==> src/rtl/moving_avg_filter_if.sv <==
// Sample-in / average-out bundle for moving_avg_filter: the source side drives
// samples and clear, the filter side returns the SMA/EMA results and fill status.
interface moving_avg_filter_if #(
    parameter int DW     = 8,
    parameter int LOG2_N = 3
);
    logic              in_valid;
    logic [DW-1:0]     in_data;
    logic              clear;
    logic [DW-1:0]     sma_out;
    logic [DW-1:0]     ema_out;
    logic              out_valid;
    logic              window_full;
    logic [LOG2_N:0]   fill_count;

    modport master (
        output in_valid,
        output in_data,
        output clear,
        input  sma_out,
        input  ema_out,
        input  out_valid,
        input  window_full,
        input  fill_count
    );

    modport slave (
        input  in_valid,
        input  in_data,
        input  clear,
        output sma_out,
        output ema_out,
        output out_valid,
        output window_full,
        output fill_count
    );
endinterface

==> src/rtl/moving_avg_filter.sv <==
// Streaming SMA (2^LOG2_N window) and EMA (alpha = 2^-EMA_SHIFT) averager; results one cycle after accept.
// No backpressure: every in_valid cycle without clear is consumed; clear drops that cycle's sample.
module moving_avg_filter #(
    parameter int DW        = 8,
    parameter int LOG2_N    = 3,
    parameter int EMA_SHIFT = 2
) (
    input  logic               clk,
    input  logic               rst,
    moving_avg_filter_if.slave bus
);
    localparam int N  = 1 << LOG2_N;
    localparam int SW = DW + LOG2_N;
    localparam int AW = DW + EMA_SHIFT;
    localparam logic [LOG2_N:0] FULL = (LOG2_N + 1)'(N);

    logic [DW-1:0]     win_buf [N];
    logic [LOG2_N-1:0] wptr;
    logic [SW-1:0]     sum;
    logic [AW-1:0]     acc;
    logic              seeded;
    logic [LOG2_N:0]   fill_count;
    logic [DW-1:0]     sma_q;
    logic [DW-1:0]     ema_q;
    logic              out_valid_q;

    logic              accept;
    logic [DW-1:0]     evict;
    logic [SW-1:0]     sum_next;
    logic [LOG2_N:0]   fill_next;
    logic [AW-1:0]     acc_next;
    logic [DW-1:0]     sma_next;
    logic [DW-1:0]     ema_next;

    assign accept = bus.in_valid && !bus.clear;

    always_comb begin
        evict     = win_buf[wptr];
        // Evicted slots are still zero while filling, so the running sum stays exact.
        sum_next  = sum - SW'(evict) + SW'(bus.in_data);
        fill_next = (fill_count == FULL) ? fill_count : fill_count + 1'b1;
        if (seeded) begin
            // acc stays <= (2^DW-1)*2^K, so this never wraps in AW bits.
            acc_next = acc - (acc >> EMA_SHIFT) + AW'(bus.in_data);
        end else begin
            acc_next = {bus.in_data, {EMA_SHIFT{1'b0}}};
        end
        sma_next = (fill_next == FULL) ? sum_next[SW-1:LOG2_N] : '0;
        ema_next = acc_next[AW-1:EMA_SHIFT];
    end

    always_ff @(posedge clk or posedge rst) begin
        if (rst) begin
            for (int i = 0; i < N; i++) win_buf[i] <= '0;
            wptr        <= '0;
            sum         <= '0;
            acc         <= '0;
            seeded      <= 1'b0;
            fill_count  <= '0;
            sma_q       <= '0;
            ema_q       <= '0;
            out_valid_q <= 1'b0;
        end else if (bus.clear) begin
            for (int i = 0; i < N; i++) win_buf[i] <= '0;
            wptr        <= '0;
            sum         <= '0;
            acc         <= '0;
            seeded      <= 1'b0;
            fill_count  <= '0;
            sma_q       <= '0;
            ema_q       <= '0;
            out_valid_q <= 1'b0;
        end else if (accept) begin
            win_buf[wptr] <= bus.in_data;
            wptr          <= wptr + 1'b1;
            sum           <= sum_next;
            acc           <= acc_next;
            seeded        <= 1'b1;
            fill_count    <= fill_next;
            sma_q         <= sma_next;
            ema_q         <= ema_next;
            out_valid_q   <= 1'b1;
        end else begin
            out_valid_q   <= 1'b0;
        end
    end

    assign bus.sma_out     = sma_q;
    assign bus.ema_out     = ema_q;
    assign bus.out_valid   = out_valid_q;
    assign bus.fill_count  = fill_count;
    assign bus.window_full = (fill_count == FULL);
endmodule

==> src/flat_wrapper.sv <==
// flat-port wrapper written by rule: the top's interface ports become plain ports
module moving_avg_filter_flat 
#(
    parameter int DW        = 8,
    parameter int LOG2_N    = 3,
    parameter int EMA_SHIFT = 2
)
  (clk, rst, bus_in_valid, bus_in_data, bus_clear, bus_sma_out, bus_ema_out, bus_out_valid, bus_window_full, bus_fill_count);
  moving_avg_filter_if #(.DW(DW), .LOG2_N(LOG2_N)) bus_i ();
  input  logic clk;
  input  logic rst;
  input wire logic [$bits(bus_i.in_valid)-1:0] bus_in_valid;
  input wire logic [$bits(bus_i.in_data)-1:0] bus_in_data;
  input wire logic [$bits(bus_i.clear)-1:0] bus_clear;
  output wire logic [$bits(bus_i.sma_out)-1:0] bus_sma_out;
  output wire logic [$bits(bus_i.ema_out)-1:0] bus_ema_out;
  output wire logic [$bits(bus_i.out_valid)-1:0] bus_out_valid;
  output wire logic [$bits(bus_i.window_full)-1:0] bus_window_full;
  output wire logic [$bits(bus_i.fill_count)-1:0] bus_fill_count;
  assign bus_i.in_valid = bus_in_valid;
  assign bus_i.in_data = bus_in_data;
  assign bus_i.clear = bus_clear;
  assign bus_sma_out = bus_i.sma_out;
  assign bus_ema_out = bus_i.ema_out;
  assign bus_out_valid = bus_i.out_valid;
  assign bus_window_full = bus_i.window_full;
  assign bus_fill_count = bus_i.fill_count;
  moving_avg_filter #(.DW(DW), .LOG2_N(LOG2_N), .EMA_SHIFT(EMA_SHIFT)) u_core (.clk(clk), .rst(rst), .bus(bus_i));
endmodule
==> config.mk <==
export PLATFORM = sky130hd
export DESIGN_NAME = moving_avg_filter_flat
export DESIGN_NICKNAME = d
export VERILOG_FILES = /design/src/rtl/moving_avg_filter_if.sv /design/src/rtl/moving_avg_filter.sv /design/src/flat_wrapper.sv
export SDC_FILE = /design/constraint.sdc
export NUM_CORES = 1
export LEC_CHECK = 0
export CORE_MARGIN = 5
export CORE_UTILIZATION = 55
export DETAILED_ROUTE_END_ITERATION = 8
export PLACE_DENSITY = 0.77
export SYNTH_ARGS = -nofsm -noshare
export SYNTH_HDL_FRONTEND = slang
export SYNTH_SLANG_ARGS = --single-unit
==> constraint.sdc <==
create_clock -name clk -period 3.6 [get_ports clk]
set_input_delay 0.36 -clock clk [delete_from_list [all_inputs] [get_ports clk]]
set_output_delay 0.36 -clock clk [all_outputs]
set_load 0.1 [all_outputs]
**Word level (Yosys, flattened, before mapping)**

Index checks and enable logic that the tools add are counted.

- Add/subtract/negate cells: 6
- $lt $le $gt $ge: 2
- Eq/ne operators: 2
- Multiplexer cells: 27
- Bitwise gates (word level): 1
- Reductions and logical operators: 4

Operator list:

| kind | number |
|---|---|
| two-way mux 64 bit | 2 |
| bitwise mux 64 bit | 1 |
| two-way mux 8 bit | 8 |
| two-way mux 10 bit | 3 |
| binary-select mux 8 bit (select 3 bit) | 1 |
| demux 8 bit (select 3 bit) | 1 |
| two-way mux 11 bit | 2 |
| two-way mux 4 bit | 3 |
| adder 11 x 8 -> 11 bit | 1 |
| subtractor 11 x 8 -> 11 bit | 1 |
| adder 10 x 8 -> 10 bit | 1 |
| subtractor 10 x 8 -> 10 bit | 1 |
| == test 4 bit, second input constant | 2 |
| two-way mux 3 bit | 2 |
| adder 4 x 1 -> 4 bit, second input constant | 1 |
| >= comparator 4 bit, second input constant | 1 |
| less-than comparator 4 x 1 -> 1 bit, second input constant | 1 |
| two-way mux 1 bit | 4 |
| inverter 3 -> 4 bit | 1 |
| adder 3 x 1 -> 3 bit, second input constant | 1 |
| logical AND 1 bit | 2 |
| nonzero test 2 bit | 1 |
| logical NOT 1 bit | 1 |

- Register bits: 110
- Bits of input ports: 12
- Output and inout port bits: 22
- Logic and storage cells: 58

**Longest topological paths before layout**

- Word-level depth: 9
- Gate-level depth with buffers: 18
- Gate-level depth less buffers: 15

**Worst setup path before layout**

OpenSTA, ideal clock, no wires.

- Path type: register to register
- Start point: reg u_core.wptr[0]
- End point: reg u_core.sma_q[6], in the netlist u_core.bus.sma_out[6]
- Library setup time: 0.124 ns
- Arrival: 3.485 ns
- Required time: 3.476 ns
- Setup slack: -0.009 ns
- Cell stages (with the launch flop): 14
- Path buffers: 3
- Cells stage by stage: dfrtp_1 -> clkbuf_1 -> buf_2 -> clkbuf_1 -> mux2_2 -> fa_1 -> inv_1 -> ha_1 -> a21o_1 -> a21oi_1 -> o211ai_1 -> a31oi_1 -> nor3b_2 -> a211o_1

- Cells in the longest elaborated chain, start to end: 9

RTL lines:

| element | line | source |
|---|---|---|
| from (decl) | moving_avg_filter.sv:18 | `logic [LOG2_N-1:0] wptr;` |
| from (signal assigned) | moving_avg_filter.sv:75 | `wptr <= wptr + 1'b1;` |
| inverter 3 -> 4 bit (implied by the code) | moving_avg_filter.sv:38 | `evict = win_buf[wptr];` |
| binary-select mux 8 bit (select 3 bit) | moving_avg_filter.sv:38 |  |
| two-way mux 8 bit (implied by the code) (2 in series) | moving_avg_filter.sv:38 |  |
| subtractor 11 x 8 -> 11 bit | moving_avg_filter.sv:40 | `sum_next = sum - SW'(evict) + SW'(bus.in_data);` |
| adder 11 x 8 -> 11 bit | moving_avg_filter.sv:40 |  |
| two-way mux 8 bit | moving_avg_filter.sv:48 | `sma_next = (fill_next == FULL) ? sum_next[SW-1:LOG2_N] : '0;` |
| two-way mux 8 bit | moving_avg_filter.sv:73 | `end else if (accept) begin` |
| two-way mux 8 bit | moving_avg_filter.sv:63 | `end else if (bus.clear) begin` |
| to (signal assigned) | moving_avg_filter.sv:80 | `sma_q <= sma_next;` |
| to (decl) | moving_avg_filter.sv:23 | `logic [DW-1:0] sma_q;` |

No other way between the ends. The select of a mux whose other input is x is not followed.
A chain may end at the register's enable or synchronous reset.

**Worst setup path in the final report**

- Start point: reg u_core.wptr[0]
- End point: reg u_core.sum[10]

- Cells in the longest elaborated chain, start to end: 8

RTL lines:

| element | line | source |
|---|---|---|
| inverter 3 -> 4 bit (implied by the code) | moving_avg_filter.sv:38 |  |
| binary-select mux 8 bit (select 3 bit) | moving_avg_filter.sv:38 |  |
| two-way mux 8 bit (implied by the code) (2 in series) | moving_avg_filter.sv:38 |  |
| subtractor 11 x 8 -> 11 bit | moving_avg_filter.sv:40 |  |
| adder 11 x 8 -> 11 bit | moving_avg_filter.sv:40 |  |
| two-way mux 11 bit | moving_avg_filter.sv:73 |  |
| two-way mux 11 bit | moving_avg_filter.sv:63 |  |
| to (signal assigned) | moving_avg_filter.sv:76 | `sum <= sum_next;` |
| to (decl) | moving_avg_filter.sv:19 | `logic [SW-1:0] sum;` |

No other way between the ends. The select of a mux whose other input is x is not followed.

==> results_dict.tcl <==
set metrics [dict create \
    status "complete, but fails checks" \
    violations "negative setup slack" \
    r2r-start "u_core.wptr[0]$_DFFE_PP0P_" \
    power.total_mw 4.02 \
    hold_class "in -> reg" \
    critPathLaunchType "flop" \
    worstSetupEndpointType "flop" \
    root_buffer "clkbuf_16" \
    path_max_fanout 6 \
    htree_levels 3 \
    regArea_mm2 0.00255 \
    post-place-ws_ns -0.0153 \
    setup_ws_ns -0.0117 \
    fmax_mhz 277 \
    numCtsBuffers 9 \
    async_flop_share 1.00 \
    syn_inst 707 \
    dpl_cell_area_mm2 0.00694 \
    synth-edff-count 0 \
    relSlewSlack 0.274 \
    leakagePower_nw 3.27 \
    grt.total_usage 0.232 \
    seq_area_frac_synth 0.399 \
    max-vdd-ir-drop_v 0.000383 \
    rsz0062_at_grt "true" \
    path_class "reg -> reg" \
    setup_viol_count_final 1 \
    io_buffers 33 \
    final_nets 789 \
    netlist_area_mm2 0.00640 \
    synth_fp_nets 759 \
    rows 39 \
    die_area_mm2 0.0139 \
    clock-sinks 102 \
    reg2reg_slack_ns -0.01 \
    worstMarginPinSlew_ns 1.09 \
    grt_max_degree 97 \
    nFillCells 874 \
    mostFrequentLayoutCell "nand2_1" \
    cts_tree "yes" \
    diodes 0 \
    p_per_area_mw_per_mm2 539 \
    wl_um 16400 \
    gp_congestion 0.902 \
    area_growth_syn_to_layout_pct 16.4 \
    ys_warn_count 0 \
    r2r_cells 12 \
    routed-via-count 5276 \
    grt_overflow 0 \
    synth_cell_types 67 \
    dieHeight_um 118 \
    synthFlopType "dfrtp_1" \
    drv_slew 0 \
    core_area_mm2 0.0114 \
    syn_area_per_cell_um2 9.05 \
    dieWidth_um 118 \
    drive_above_1_share 0.131 \
    routedWlPerCell_um 18.6 \
    grt_pass1_vias 5327 \
    final.min_clock_period_ns 3.61 \
    drv_cap 0 \
    drt_iter0_markers 644 \
    start_util 0.560 \
    remaining_drc_errors 0 \
    hp-start "bus_clear" \
    crit_required_ns 3.79 \
    holdPathEnd "u_core.bus.ema_out[5]$_DFFE_PP0P_" \
    ioPinCount 34 \
    skew_ns 0.0121 \
    drt_pass1_iterations 9 \
    grt_first_pass_wirelength_um 26600 \
    crit_arrival_ns 3.80 \
    cts_buffer_depth 2 \
    final_area_mm2 0.00745 \
    multiInputGateArea_mm2 0.00346 \
    final_cell_mix "nand2_1 (112), dfrtp_1 (100), a21oi_1 (67), inv_1 (63), nor2_1 (59)" \
    routed_via_density 5.97 \
    clock_latency_ns 0.35 \
    cts.clk_slew.worst_paths_ns 0.07 \
    hold_viol 0 \
    antenna_found_initial 0 \
    min_path_cells 4 \
    fin_crit_sh 1.00 \
    ys_ff_latch 102 \
    hpwl_um 10800 \
    drt.antenna.violating_nets 0 \
    r2r_end "u_core.sum[10]$_DFFE_PP0P_" \
]
[cells in the mapped netlist, drive strengths merged (3+ instances only)]
| master | count | area, um^2 |
|---|---|---|
| and3 | 3 | 18.8 |
| and2 | 3 | 21.3 |
| dfrtp | 102 | 2550 |
| clkbuf | 29 | 109 |
| nor2 | 61 | 234 |
| nor2b | 8 | 57.6 |
| o21a | 3 | 23.8 |
| nand4 | 4 | 25.0 |
| nand3 | 15 | 75.1 |
| o211ai | 5 | 37.5 |
| nor3 | 8 | 51.3 |
| nand2b | 8 | 50.1 |
| a21oi | 69 | 345 |
| nor3b | 5 | 42.5 |
| mux2i | 41 | 410 |
| ha | 24 | 300 |
| inv | 66 | 248 |
| o311ai | 3 | 26.3 |
| mux4 | 6 | 135 |
| nand2 | 113 | 424 |
| a22oi | 5 | 37.5 |
| fa | 16 | 320 |
| mux2 | 5 | 56.3 |
| xor2 | 4 | 35.0 |
| a22o | 4 | 35.0 |
| xnor2 | 9 | 78.8 |
| o21ai | 16 | 80.1 |
| a211oi | 10 | 80.1 |
| buf | 20 | 120 |
| a21o | 7 | 52.6 |
| or2 | 3 | 18.8 |
[where the power goes]
group | switching [mW] | leakage (nW) | total (mW) | internal [mW]
Combinational | 0.976 | 1.72 | 1.67 | 0.693
Sequential | 0.0657 | 1.40 | 1.28 | 1.21
Clock | 0.430 | 0.161 | 1.07 | 0.642
Total | 1.47 | 3.27 | 4.02 | 2.55
[kinds of logic after synthesis]
logic type	after synthesis	share of synthesized area
buffers and inverters	116	0.0751
adder cells (fa/ha/maj)	40	0.0970
flip-flops	102	0.399
AO/OA/AOI/OAI	144	0.147
multiplexers	52	0.0940
XOR/XNOR	13	0.0178
AND/OR/NAND/NOR	240	0.170
[registers in the layout, indices dropped and copies added, names as in the netlist]
register               cells
u_core.acc                 3
u_core.bus.sma_out         8
u_core.win_buf            64
u_core.seeded              1
u_core.bus.out_valid       1
u_core.bus.fill_count      4
u_core.bus.ema_out         7
u_core.wptr                3
u_core.sum                11
[critical path, stage by stage (launching register included)]
cell and delay (ns):
dfrtp_2 0.43, clkbuf_16 0.18, mux4_2 0.49, mux2_2 0.31
fa_1 0.49, inv_1 0.04, ha_1 0.36, a21o_1 0.22
a21oi_1 0.16, o221ai_1 0.21, a2111oi_4 0.34, xnor2_1 0.16
nor2_1 0.06
[worst max path at each step]
stage,from,cells past startpoint,to
after floorplan,u_core.wptr[1]$_DFFE_PP0P_,15,u_core.bus.sma_out[7]$_DFFE_PP0P_
after global placement,u_core.wptr[1]$_DFFE_PP0P_,11,u_core.bus.sma_out[7]$_DFFE_PP0P_
after detailed placement,u_core.wptr[1]$_DFFE_PP0P_,11,u_core.bus.sma_out[7]$_DFFE_PP0P_
after CTS,u_core.wptr[0]$_DFFE_PP0P_,16,u_core.bus.sma_out[6]$_DFFE_PP0P_
after global routing,u_core.wptr[0]$_DFFE_PP0P_,10,u_core.bus.sma_out[7]$_DFFE_PP0P_
final,u_core.wptr[0]$_DFFE_PP0P_,12,u_core.sum[10]$_DFFE_PP0P_
[through the flow]
step | hold WS, ns | std cells | utilization | setup TNS (ns)
after detailed placement | 0.479 | 864 | 0.608 | -0.0166
after CTS | 0.433 | 879 | 0.636 | 0
after global placement | 0.470 | 864 | 0.608 | 0
after global routing | 0.461 | 884 | 0.653 | -0.295
after floorplan | 0.478 | 707 | - | 0
final | 0.439 | 884 | 0.653 | -0.0117
[timing repair]
action / in CTS / in global routing
cloned: 0 / 3
hold buffers: 0 / 0
endpoints found under the hold margin: 0 / 0
resized for setup: 1 / 23
endpoints found under the setup margin: 4 / 9
pin swaps: 0 / 7
setup buffers: 0 / 2
[per-layer routing]
metal	up-vias	GRT usage	share of wire
met3	35	0.0408	0.055
met1	2614	0.302	0.41
met5	-	0	0
li1	2431	-	-
met4	0	0.0760	0.025
met2	196	0.392	0.51
[area by class of cell]
type / count / area share
tap: 143 / 0.0240
clock inverter: 4 / 0.00940
clock buffer: 11 / 0.0339
timing repair buffer: 68 / 0.0917
multi-input combinational: 489 / 0.464
inverter: 67 / 0.0341
sequential: 102 / 0.343
Power figures use the tool's default switching activity.
